## config.mk

```make
export PLATFORM = sky130hd
export DESIGN_NAME = sram_lsu_port
export DESIGN_NICKNAME = d
export VERILOG_FILES = /design/src/rtl/sram_lsu_port.sv
export SDC_FILE = /design/constraint.sdc
export NUM_CORES = 1
export LEC_CHECK = 0
export ABC_AREA = 1
export CORE_MARGIN = 5
export CORE_UTILIZATION = 42
export CTS_CLUSTER_DIAMETER = 40
export DETAILED_ROUTE_END_ITERATION = 8
export PLACE_DENSITY_LB_ADDON = 0.3
export SYNTH_ARGS = -nofsm -noshare
export SYNTH_HDL_FRONTEND = slang
export SYNTH_SLANG_ARGS = --single-unit
```

## constraint.sdc

```tcl
create_clock -name clk -period 3.4 [get_ports clk]
set_input_delay 1.02 -clock clk [delete_from_list [all_inputs] [get_ports clk]]
set_output_delay 1.02 -clock clk [all_outputs]
set_load 0.005 [all_outputs]
```

## src/rtl/sram_lsu_port.sv

```systemverilog
// -----------------------------------------------------------------------------
// sram_lsu_port
//
// Initiator-side controller between a core load/store unit and a single-port,
// 32-bit, byte-masked SRAM with a registered read address.  One request is
// accepted at a time over a valid/ready channel and exactly one response is
// returned over a second valid/ready channel.
//
// Stores are issued combinationally in the accept cycle, so the SRAM commits
// them at the accept edge.  Loads present the word address in the accept
// cycle.  The read word is captured one cycle later, lane-shifted and then
// sign- or zero-extended.
//
// Ports
//   clk, rst_n      clock, asynchronous active-low reset
//   req_valid/ready request handshake (ready only while idle)
//   req_addr        byte address
//   req_wen         1 = store, 0 = load
//   req_size        0 byte, 1 halfword, 2/3 word
//   req_unsigned    loads: 1 zero-extend, 0 sign-extend
//   req_wdata       right-aligned store data
//   rsp_valid/ready response handshake
//   rsp_rdata       extended load data (0 for stores and errors)
//   rsp_err         misaligned request flag
//   sram_din/addr/we/wem  SRAM write data, word index, strobe, byte mask
//   sram_dout       SRAM read data (registered-address read)
//
// Build option
//   SRAM_LSU_PORT_MISALIGN_CHK_EN  when defined, misaligned halfword/word
//   requests are rejected with rsp_err = 1 and no SRAM write.  When undefined,
//   the low address bits are ignored for those sizes and rsp_err stays 0.
// -----------------------------------------------------------------------------
module sram_lsu_port #(
   parameter int AW = 32,
   parameter int DW = 32,
   parameter int MW = DW / 8
) (
   input  logic          clk,
   input  logic          rst_n,
   // request channel
   input  logic          req_valid,
   output logic          req_ready,
   input  logic [AW-1:0] req_addr,
   input  logic          req_wen,
   input  logic [1:0]    req_size,
   input  logic          req_unsigned,
   input  logic [DW-1:0] req_wdata,
   // response channel
   output logic          rsp_valid,
   input  logic          rsp_ready,
   output logic [DW-1:0] rsp_rdata,
   output logic          rsp_err,
   // SRAM pins
   output logic [DW-1:0] sram_din,
   output logic [AW-1:0] sram_addr,
   output logic          sram_we,
   output logic [MW-1:0] sram_wem,
   input  logic [DW-1:0] sram_dout
);

   typedef enum logic [1:0] {
      S_IDLE = 2'd0,
      S_RD   = 2'd1,
      S_RSP  = 2'd2
   } state_e;

   state_e        state_q, state_d;
   logic [AW-1:0] addr_q, addr_d;     // last accepted word index
   logic [1:0]    lane_q, lane_d;     // effective byte lane of the load
   logic [1:0]    size_q, size_d;
   logic          uns_q, uns_d;
   logic [DW-1:0] rdata_q, rdata_d;
   logic          err_q, err_d;

   // ---------------------------------------------------------------------------
   // Request decode
   // ---------------------------------------------------------------------------
   logic       size_byte, size_half;
   logic [1:0] eff_lane;
   logic       misalign;
   logic       accept;
   logic       drive;
   logic       do_write;

   assign size_byte = (req_size == 2'd0);
   assign size_half = (req_size == 2'd1);

   // Halfwords use only addr[1] and words always start at lane 0.  For aligned
   // requests this equals addr[1:0].  Without the check it forces the aligned
   // lane.
   always_comb begin
      if (size_byte)      eff_lane = req_addr[1:0];
      else if (size_half) eff_lane = {req_addr[1], 1'b0};
      else                eff_lane = 2'b00;
   end

`ifdef SRAM_LSU_PORT_MISALIGN_CHK_EN
   assign misalign = (size_half && req_addr[0]) ||
                     (!size_byte && !size_half && (req_addr[1:0] != 2'b00));
`else
   assign misalign = 1'b0;
`endif

   assign accept   = req_valid && (state_q == S_IDLE);
   // The SRAM pins are driven from the request combinationally.  Gating with
   // rst_n keeps a request presented during reset from writing the memory.
   assign drive    = accept && rst_n;
   assign do_write = drive && req_wen && !misalign;

   // ---------------------------------------------------------------------------
   // SRAM pin drive
   // ---------------------------------------------------------------------------
   // NOTE: every signal assigned in an always_comb gets a default first, so no
   // path leaves it unassigned and no latch is inferred.
   always_comb begin
      sram_we   = 1'b0;
      sram_wem  = '0;
      sram_din  = '0;
      sram_addr = addr_q;
      if (drive) begin
         sram_addr = req_addr >> 2;
      end
      if (do_write) begin
         sram_we = 1'b1;
         if (size_byte) begin
            sram_din = {4{req_wdata[7:0]}};
            sram_wem = MW'(4'b0001) << eff_lane;
         end else if (size_half) begin
            sram_din = {2{req_wdata[15:0]}};
            sram_wem = MW'(4'b0011) << eff_lane;
         end else begin
            sram_din = req_wdata;
            sram_wem = '1;
         end
      end
   end

   // ---------------------------------------------------------------------------
   // Load lane selection and extension
   // ---------------------------------------------------------------------------
   logic [DW-1:0] shifted;
   logic [DW-1:0] load_ext;

   assign shifted = sram_dout >> {lane_q, 3'b000};

   always_comb begin
      load_ext = shifted;
      case (size_q)
         2'd0: load_ext = uns_q ? {24'h0, shifted[7:0]}
                                : {{24{shifted[7]}}, shifted[7:0]};
         2'd1: load_ext = uns_q ? {16'h0, shifted[15:0]}
                                : {{16{shifted[15]}}, shifted[15:0]};
         default: load_ext = shifted;
      endcase
   end

   // ---------------------------------------------------------------------------
   // FSM next state and response datapath
   // ---------------------------------------------------------------------------
   always_comb begin
      state_d = state_q;
      addr_d  = addr_q;
      lane_d  = lane_q;
      size_d  = size_q;
      uns_d   = uns_q;
      rdata_d = rdata_q;
      err_d   = err_q;
      case (state_q)
         S_IDLE: begin
            if (accept) begin
               addr_d  = req_addr >> 2;
               lane_d  = eff_lane;
               size_d  = req_size;
               uns_d   = req_unsigned;
               rdata_d = '0;
               err_d   = misalign;
               // Errors and stores answer immediately.  Loads wait one cycle
               // for the SRAM read data.
               if (misalign || req_wen) state_d = S_RSP;
               else                     state_d = S_RD;
            end
         end
         S_RD: begin
            rdata_d = load_ext;
            state_d = S_RSP;
         end
         S_RSP: begin
            // Response registers are left untouched here so they stay stable
            // until the handshake.
            if (rsp_ready) state_d = S_IDLE;
         end
         default: state_d = S_IDLE;
      endcase
   end

   // NOTE: state registers use non-blocking assignments so every flop samples
   // the pre-edge values regardless of process evaluation order.
   always_ff @(posedge clk or negedge rst_n) begin
      if (!rst_n) begin
         state_q <= S_IDLE;
         addr_q  <= '0;
         lane_q  <= 2'b00;
         size_q  <= 2'b00;
         uns_q   <= 1'b0;
         rdata_q <= '0;
         err_q   <= 1'b0;
      end else begin
         state_q <= state_d;
         addr_q  <= addr_d;
         lane_q  <= lane_d;
         size_q  <= size_d;
         uns_q   <= uns_d;
         rdata_q <= rdata_d;
         err_q   <= err_d;
      end
   end

   assign req_ready = (state_q == S_IDLE);
   assign rsp_valid = (state_q == S_RSP);
   assign rsp_rdata = rdata_q;
   assign rsp_err   = err_q;

endmodule

```

; ---- After elaboration in Yosys (flattened, before gate mapping)
; Cells that the tools add are included.
[op_classes]
n_eq_ne = 6
reduce_logical = 10
mux = 19
shifts = 3
[ops]
columns = cell, count
row1 = 32-bit two-way mux, 6
row2 = 32-bit case mux with 2 select lines, 2
row3 = 32-bit by 5-bit right shift with 32-bit output, 1
row4 = 30-bit two-way mux, 1
row5 = 4-bit two-way mux, 3
row6 = 2-bit two-way mux, 5
row7 = "2-bit by 1-bit equality test with 1-bit output, second input constant", 3
row8 = 2-bit logical NOT, 3
row9 = 2-bit case mux with 3 select lines, 1
row10 = 2-bit AND reduction, 3
row11 = "2-bit by 1-bit inequality test with 1-bit output, second input constant", 2
row12 = "1-bit by 2-bit << shifter with 4-bit output, first input constant", 1
row13 = "2-bit by 2-bit << shifter with 4-bit output, first input constant", 1
row14 = 1-bit logical AND, 3
row15 = "2-bit equality test, second input constant", 1
row16 = 2-bit nonzero test, 1
row17 = 1-bit two-way mux, 1
[totals]
out_inout_bits = 104
inputBits = 104
word_cells = 44
regBits = 69

; ---- Depth between registers and ports, before layout
; Gate-level depths: netlist of run 1.
[logic_depth]
ltp_word = 7
ltp_mapped = 10
mapped_depth_nobuf = 7

; ---- Worst setup path after synthesis of run 1
; No wires, ideal clock.
[synth_path]
path_kind = input to output
startpoint = in req_size[1]
endpoint = out sram_wem[2]
t_arrival_ns = 2.005
path_stages = 7
path_buffers = 1
path_slack_ns = 0.375
required_ns = 2.380
path_cell_list = buf_4 -> nor2_4 -> clkinv_1 -> nor2_1 -> ha_1 -> nor2_1 -> nor3_1
[synth_via]
elab_chain_cells = 7
word_cells_on_any_way = 9
classes_between = eq/ne (1) / shift (2) / mux (5) / reduce/logical (1)
[synth_lines]
columns = element, line
row1 = start: declaration, 45  ; input logic [1:0] req_size,
row2 = 2-bit by 1-bit equality test with 1-bit output, 86  ; assign size_half = (req_size == 2'd1);
row3 = 2-bit two-way mux, 93  ; else if (size_half) eff_lane = {req_addr[1], 1'b0};
row4 = 2-bit two-way mux, 92  ; if (size_byte) eff_lane = req_addr[1:0];
row5 = 2-bit by 2-bit << shifter with 4-bit output, 130  ; sram_wem = MW'(4'b0011) << eff_lane;
row6 = 4-bit two-way mux, 128  ; end else if (size_half) begin
row7 = 4-bit two-way mux *, 125  ; if (size_byte) begin
row8 = 4-bit two-way mux *, 123  ; if (do_write) begin
row9 = end: declaration, 57  ; output logic [MW-1:0] sram_wem,
; Mark *: on every way between the ends. The rest lies on a longest branch, timed or not.

; ---- Final worst setup path of run 1
[layout_path]
startpoint = in req_wdata[1]
endpoint = out sram_din[17]
[layout_via]
elab_chain_cells = 3
[layout_lines]
columns = element, line
row1 = start: declaration, 47  ; input logic [DW-1:0] req_wdata,
row2 = 32-bit two-way mux, 128
row3 = 32-bit two-way mux *, 125
row4 = 32-bit two-way mux *, 123
row5 = end: declaration, 54  ; output logic [DW-1:0] sram_din,
; Marked as above.

==> flow_metrics.tcl, run 1 <==
set metrics [dict create \
    holdWs_ns 0.4827 \
    vias 4954 \
    drc 0 \
    diodes 0 \
    rsz0062_at_grt "no" \
    maxCapViolCount 0 \
    finalHoldViolations 0 \
    min_path_type "reg -> reg" \
    ys_seq_area_share_pct 39.68 \
    yosys_warnings 0 \
    period_needed_ns 3.347 \
    max_freq_ghz 0.2987 \
    critPathRequiredTime_ns 2.38 \
    ys_seq_elements 69 \
    drtAntennaViolNets 0 \
    numCtsBuffers 9 \
    path_max_fanout 3 \
    clockRootBuffer "clkbuf_8" \
    syn_inst 645 \
    routed_wl_mm 14.98 \
    die_area_mm2 0.01250 \
    critPathBufInv 3 \
    grt_max_degree 70 \
    cts_tree "yes" \
    slew_headroom_pct 47.14 \
    cts_sinks 69 \
    path_clk_slew_ns 0.08 \
    antenna_found_initial 0 \
    overflow 0 \
    slowest_delay_ns 0.51 \
    core-area_mm2 0.01023 \
    ys.flop_type "dfrtp_1" \
    cp_top_family "buffers and inverters" \
    wl_per_cell_um 15.01 \
    place_hpwl_mm 11.17 \
    crit_type "in -> out" \
    stdcell_count 998 \
    synth-async-reset-ratio_pct 100.0 \
    cp-end-kind "output port" \
    status "finished clean" \
    start_util_pct 42.53 \
    firstDrtPassIters 4 \
    area_growth_pct 57.96 \
    worstSkewPairLatency_ns 0.35 \
    fin_area_mm2 0.006874 \
    peakVddDrop_mv 0.3321 \
    synth_cell_type_count 34 \
    period_share_pct 98.46 \
    fin_skew_ns 0.01393 \
    drt_iter0_markers 339 \
    crit_slowest_cell "clkdlybuf4s50_1" \
    grtUsageTotal_pct 23.94 \
    die_x_um 111.8 \
    fin_tns_setup_ns 0 \
    dpl_cell_area_mm2 0.006535 \
    finalPower_mw 3.442 \
    tightest_slew_ns 0.7930 \
    crit_chain "clkdlybuf4s50_1 > inv_1 > nor2_1 > a21oi_1 > nor2_1 > clkdlybuf4s50_1" \
    grt_pass1_wl_mm 24.63 \
    dp.cells 974 \
    power_density_mw_per_mm2 500.7 \
    htreeDepth 3 \
    place_congestion 0.9319 \
    clockBufferDepth 2 \
    holdBufCountCts 0 \
    finalSetupViolCount 0 \
    syn_area_per_cell_um2 6.747 \
    regToRegSetupSlack_ns 1.44 \
    grt_pass1_vias 4994 \
    io_pins 208 \
    report.final.slew_viol_count 0 \
    std_cell_rows 37 \
    portBuffers 204 \
    drt-vias-per-instance 4.964 \
    p_leak_nw 3.696 \
    startpoint_type "input port" \
    arrival_ns 2.33 \
    synth-edff-count 0 \
    netlist_area_mm2 0.004352 \
    nets 962 \
    die_h_um 111.8 \
    drive_gt1_share_pct 9.745 \
]
[cells by family (layout without fill, tap and decap cells)]
group	count (synthesis)	in the layout	synth area share, %
AOI/OAI and AO/OA	131	131	15.44
other	1	3	0.08617
DFF	69	69	39.68
buffers and inverters	103	316	11.93
and+or+nand+nor	340	342	32.58
adders and majority gates	1	1	0.2875
[worst register-to-register path: cells and delay by family, from the launching register on]
family,cells,cell delay (ns)
buffers and inverters,1,0.48
flip-flops,1,0.61
AND/OR/NAND/NOR,5,0.77
[synth_stat cells (8+ instances only)]
library cell  count  area (um2)
a21oi_1          49       245.2
a31oi_1           8       50.05
buf_2            14       70.07
buf_4             8       60.06
clkbuf_1          9       33.78
dfrtp_1          69        1727
inv_1            54       202.7
nand2_1         253       949.7
nand3_1          26       130.1
nor2_1           43       161.4
o21ai_0          67       335.3
[sequential cells by signal, summed over array words and instances (netlist names)]
signal	count
addr_q	30
lane_q	2
rsp_rdata	32
size_q	2
state_q	2
uns_q	1
[report_power, final]
group          switching [mW]  total (mW)  internal (mW)
clock                   0.336       0.775          0.439
combinational           0.723        1.45          0.723
sequential              0.171        1.22           1.05
total                    1.23        3.44           2.21
[layer usage]
metal / vias up / share of wire (%) / global-route usage, %
li1: 2460 / - / -
met1: 2281 / 40 / 29.57
met2: 189 / 49 / 40.09
met3: 24 / 8.9 / 8.424
met5: - / 0 / 0
met4: 0 / 1.8 / 5.921
[through the flow]
stage,setup slack [ns],util [%]
floorplan,0.3752,-
global placement,-0.5051,63.87
detailed placement,-0.4972,63.87
CTS,0.01213,66.81
global route,0.001465,67.19
finish,0.05252,67.19
[final cells by class]
type                            count  area (um2)
Multi-Input combinational cell    477        2166
Timing Repair Buffer              240        2341
Clock buffer                       10       137.6
Clock inverter                      6       93.84
Sequential cell                    69        1727
Fill cell                         914        3357
Tap cell                          136       170.2
Inverter                           60       239.0
[worst paths after layout]
path                              start       endpoint  cells past startpoint
setup / recovery           req_wdata[1]   sram_din[17]                      6
max in group asynchronous         rst_n      lane_q[1]                      2
hold reg to reg            rsp_rdata[2]   rsp_rdata[2]                      2
min in group asynchronous         rst_n     addr_q[28]                      1
setup reg to reg              lane_q[1]  rsp_rdata[19]                      6
hold / removal             rsp_rdata[2]   rsp_rdata[2]                      2
[layout by cell type, fill, tap and decap left out, types with 2 or more instances in the layout]
master and instances:
a21oi_1 49, a31oi_1 8, buf_12 2, buf_4 32, bufinv_16 2, clkbuf_8 10, clkdlybuf4s15_1 4, clkdlybuf4s50_1 143
conb_1 3, dfrtp_1 69, dlygate4sd2_1 43, dlymetal6s2s_1 11, inv_1 54, inv_2 2, inv_6 3, nand2_1 253
nand2_2 4, nand2_4 3, nand3_1 26, nand3_2 3, nand3_4 4, nor2_1 37, nor2_2 6, nor2_4 4
nor3_1 2, o21ai_0 60, o21ai_1 11
[timing repair]
item / in CTS / in global routing
endpoints found under the hold margin: 0 / 0
pin swaps: 0 / 1
resized for setup: 72 / 18
setup endpoints to repair: 67 / 20
setup buffers: 5 / 0
gates cloned: 3 / 0
Power figures use the tool's default switching activity.
==> inputs of run 2 (changes only) <==
PLACE_DENSITY = 0.82   (was unset)
PLACE_DENSITY_LB_ADDON = unset   (was 0.3)
==> flow_metrics.tcl, run 2 (synthesized netlist as in run 1, its figures left out) <==
set metrics [dict create \
    overflow 0 \
    drive_gt1_share_pct 11.20 \
    highest_layer "met5" \
    drt-vias-per-instance 5.048 \
    drtAntennaViolNets 0 \
    grt_pass1_wl_mm 24.03 \
    wl_per_cell_um 15.00 \
    place_congestion 0.9102 \
    die_area_mm2 0.01250 \
    dr_wl_met2_mm 7.125 \
    place_hpwl_mm 11.15 \
    drt_iter0_markers 298 \
    dp.cells 973 \
    clockRootBuffer "clkbuf_8" \
    critPathLaunch "req_size[1]" \
    fin_area_mm2 0.006924 \
    stdcell_count 993 \
    cts_tree "yes" \
    status "finished clean" \
    min_path_type "reg -> reg" \
    core-area_mm2 0.01023 \
    max_freq_ghz 0.2994 \
    peakVddDrop_mv 0.2863 \
    maxCapViolCount 0 \
    portBuffers 204 \
    die_x_um 111.8 \
    diodes 0 \
    post-route-worst-setup-slack_ns 0.06037 \
    p_leak_nw 3.734 \
    period_share_pct 98.22 \
    dpl_cell_area_mm2 0.006540 \
    die_h_um 111.8 \
    startpoint_type "input port" \
    std_cell_rows 37 \
    drc 0 \
    reg2reg_from "lane_q[0]" \
    largest_reg_flops 32 \
    tightest_slew_ns 0.7087 \
    period_needed_ns 3.340 \
    fin_skew_ns 0.01403 \
    antenna_found_initial 2 \
    crit_type "in -> out" \
    dp_slack_ns -0.4946 \
    slew_headroom_pct 52.76 \
    grt_pass1_vias 4889 \
    finalSetupViolCount 0 \
    arrival_ns 2.32 \
    power_density_mw_per_mm2 501.5 \
    cp-end-kind "output port" \
    vias 5013 \
    critPathRequiredTime_ns 2.38 \
    firstDrtPassIters 8 \
    mostFrequentLayoutCells "252 x nand2_1, 142 x clkdlybuf4s50_1, 69 x dfrtp_1" \
    numCtsBuffers 9 \
    path_max_fanout 8 \
    htreeDepth 3 \
    finalPower_mw 3.473 \
    grtUsageTotal_pct 23.18 \
    final_common_cell "nand2_1" \
    wl_met3_mm 1.332 \
    worstHoldStart "addr_q[17]" \
    start_util_pct 42.53 \
    drt-met1-wl_mm 6.045 \
    area_growth_pct 59.11 \
    finalHoldViolations 0 \
    path_clk_slew_ns 0.08 \
    report.final.slew_viol_count 0 \
    fin_util_pct 67.68 \
    routed_wl_mm 14.89 \
    clockBufferDepth 2 \
    io_pins 208 \
    cts_sinks 69 \
    nets 957 \
    grt_max_degree 70 \
    worstSkewPairLatency_ns 0.34 \
]
-- run 2: cell types whose count changed in the layout (fill, tap and decap cells not counted), moves of 3 or more --
cell	before	now
buf_2	1	4
buf_4	32	23
buf_6	1	4
clkbuf_2	0	6
dlygate4sd2_1	43	30
dlymetal6s2s_1	11	17
nor2_2	6	1
nor2_4	4	10
o21ai_0	60	63
o21ai_1	11	8
-- run 2: worst paths after layout --
kind	cells after the start	end	slack [ns]
worst max-delay path	10	sram_din[26]	0.06
worst min-delay path	2	addr_q[17]	0.49
worst max register to register	8	rsp_rdata[17]	1.36
worst min register to register	2	addr_q[17]	0.49
max in group asynchronous	2	addr_q[1]	2.19
min in group asynchronous	2	addr_q[12]	0.78
-- run 2: cell type report --
class                   count  area (um2)
flip-flops and latches     69        1727
clock inverters             6       93.84
inverters                  60       237.7
fillers                   854        3307
clock buffers              10       137.6
repair buffers            237        2350
well taps                 136       170.2
multi-input cells         475        2208
-- run 2: metal layers --
| metal | up-vias | GRT usage, % |
|---|---|---|
| met5 | - | 0 |
| li1 | 2445 | - |
| met3 | 34 | 8.533 |
| met1 | 2313 | 28.28 |
| met4 | 4 | 6.813 |
| met2 | 217 | 38.41 |
-- run 2: through the flow --
step	hold WS, ns	TNS, ns
CTS	0.4879	0
finish	0.4898	0
global route	0.5113	-0.03285
global placement	0.4630	-18.79
detailed placement	0.4664	-20.33
floorplan	0.4530	0
-- run 2: power by group --
part | leakage (nW) | internal [mW] | switching, mW
Sequential | 0.893 | 1.05 | 0.173
Combinational | 2.73 | 0.741 | 0.722
Clock | 0.113 | 0.440 | 0.347
-- run 2: timing repair --
item	4_1_cts	5_1_grt
setup endpoints to repair	67	29
gates resized for setup	87	44
endpoints found under the hold margin	0	0
pin swaps	3	3
hold buffers	0	0
buffers inserted	3	0
cloned	1	0
-- run 2: critical path, stage by stage --
cell and delay [ns]:
dlygate4sd2_1 0.24, buf_6 0.13, nor2_4 0.13, inv_4 0.06, buf_12 0.13, buf_8 0.14, nor2_4 0.10, inv_1 0.05
a31oi_1 0.17, buf_2 0.14
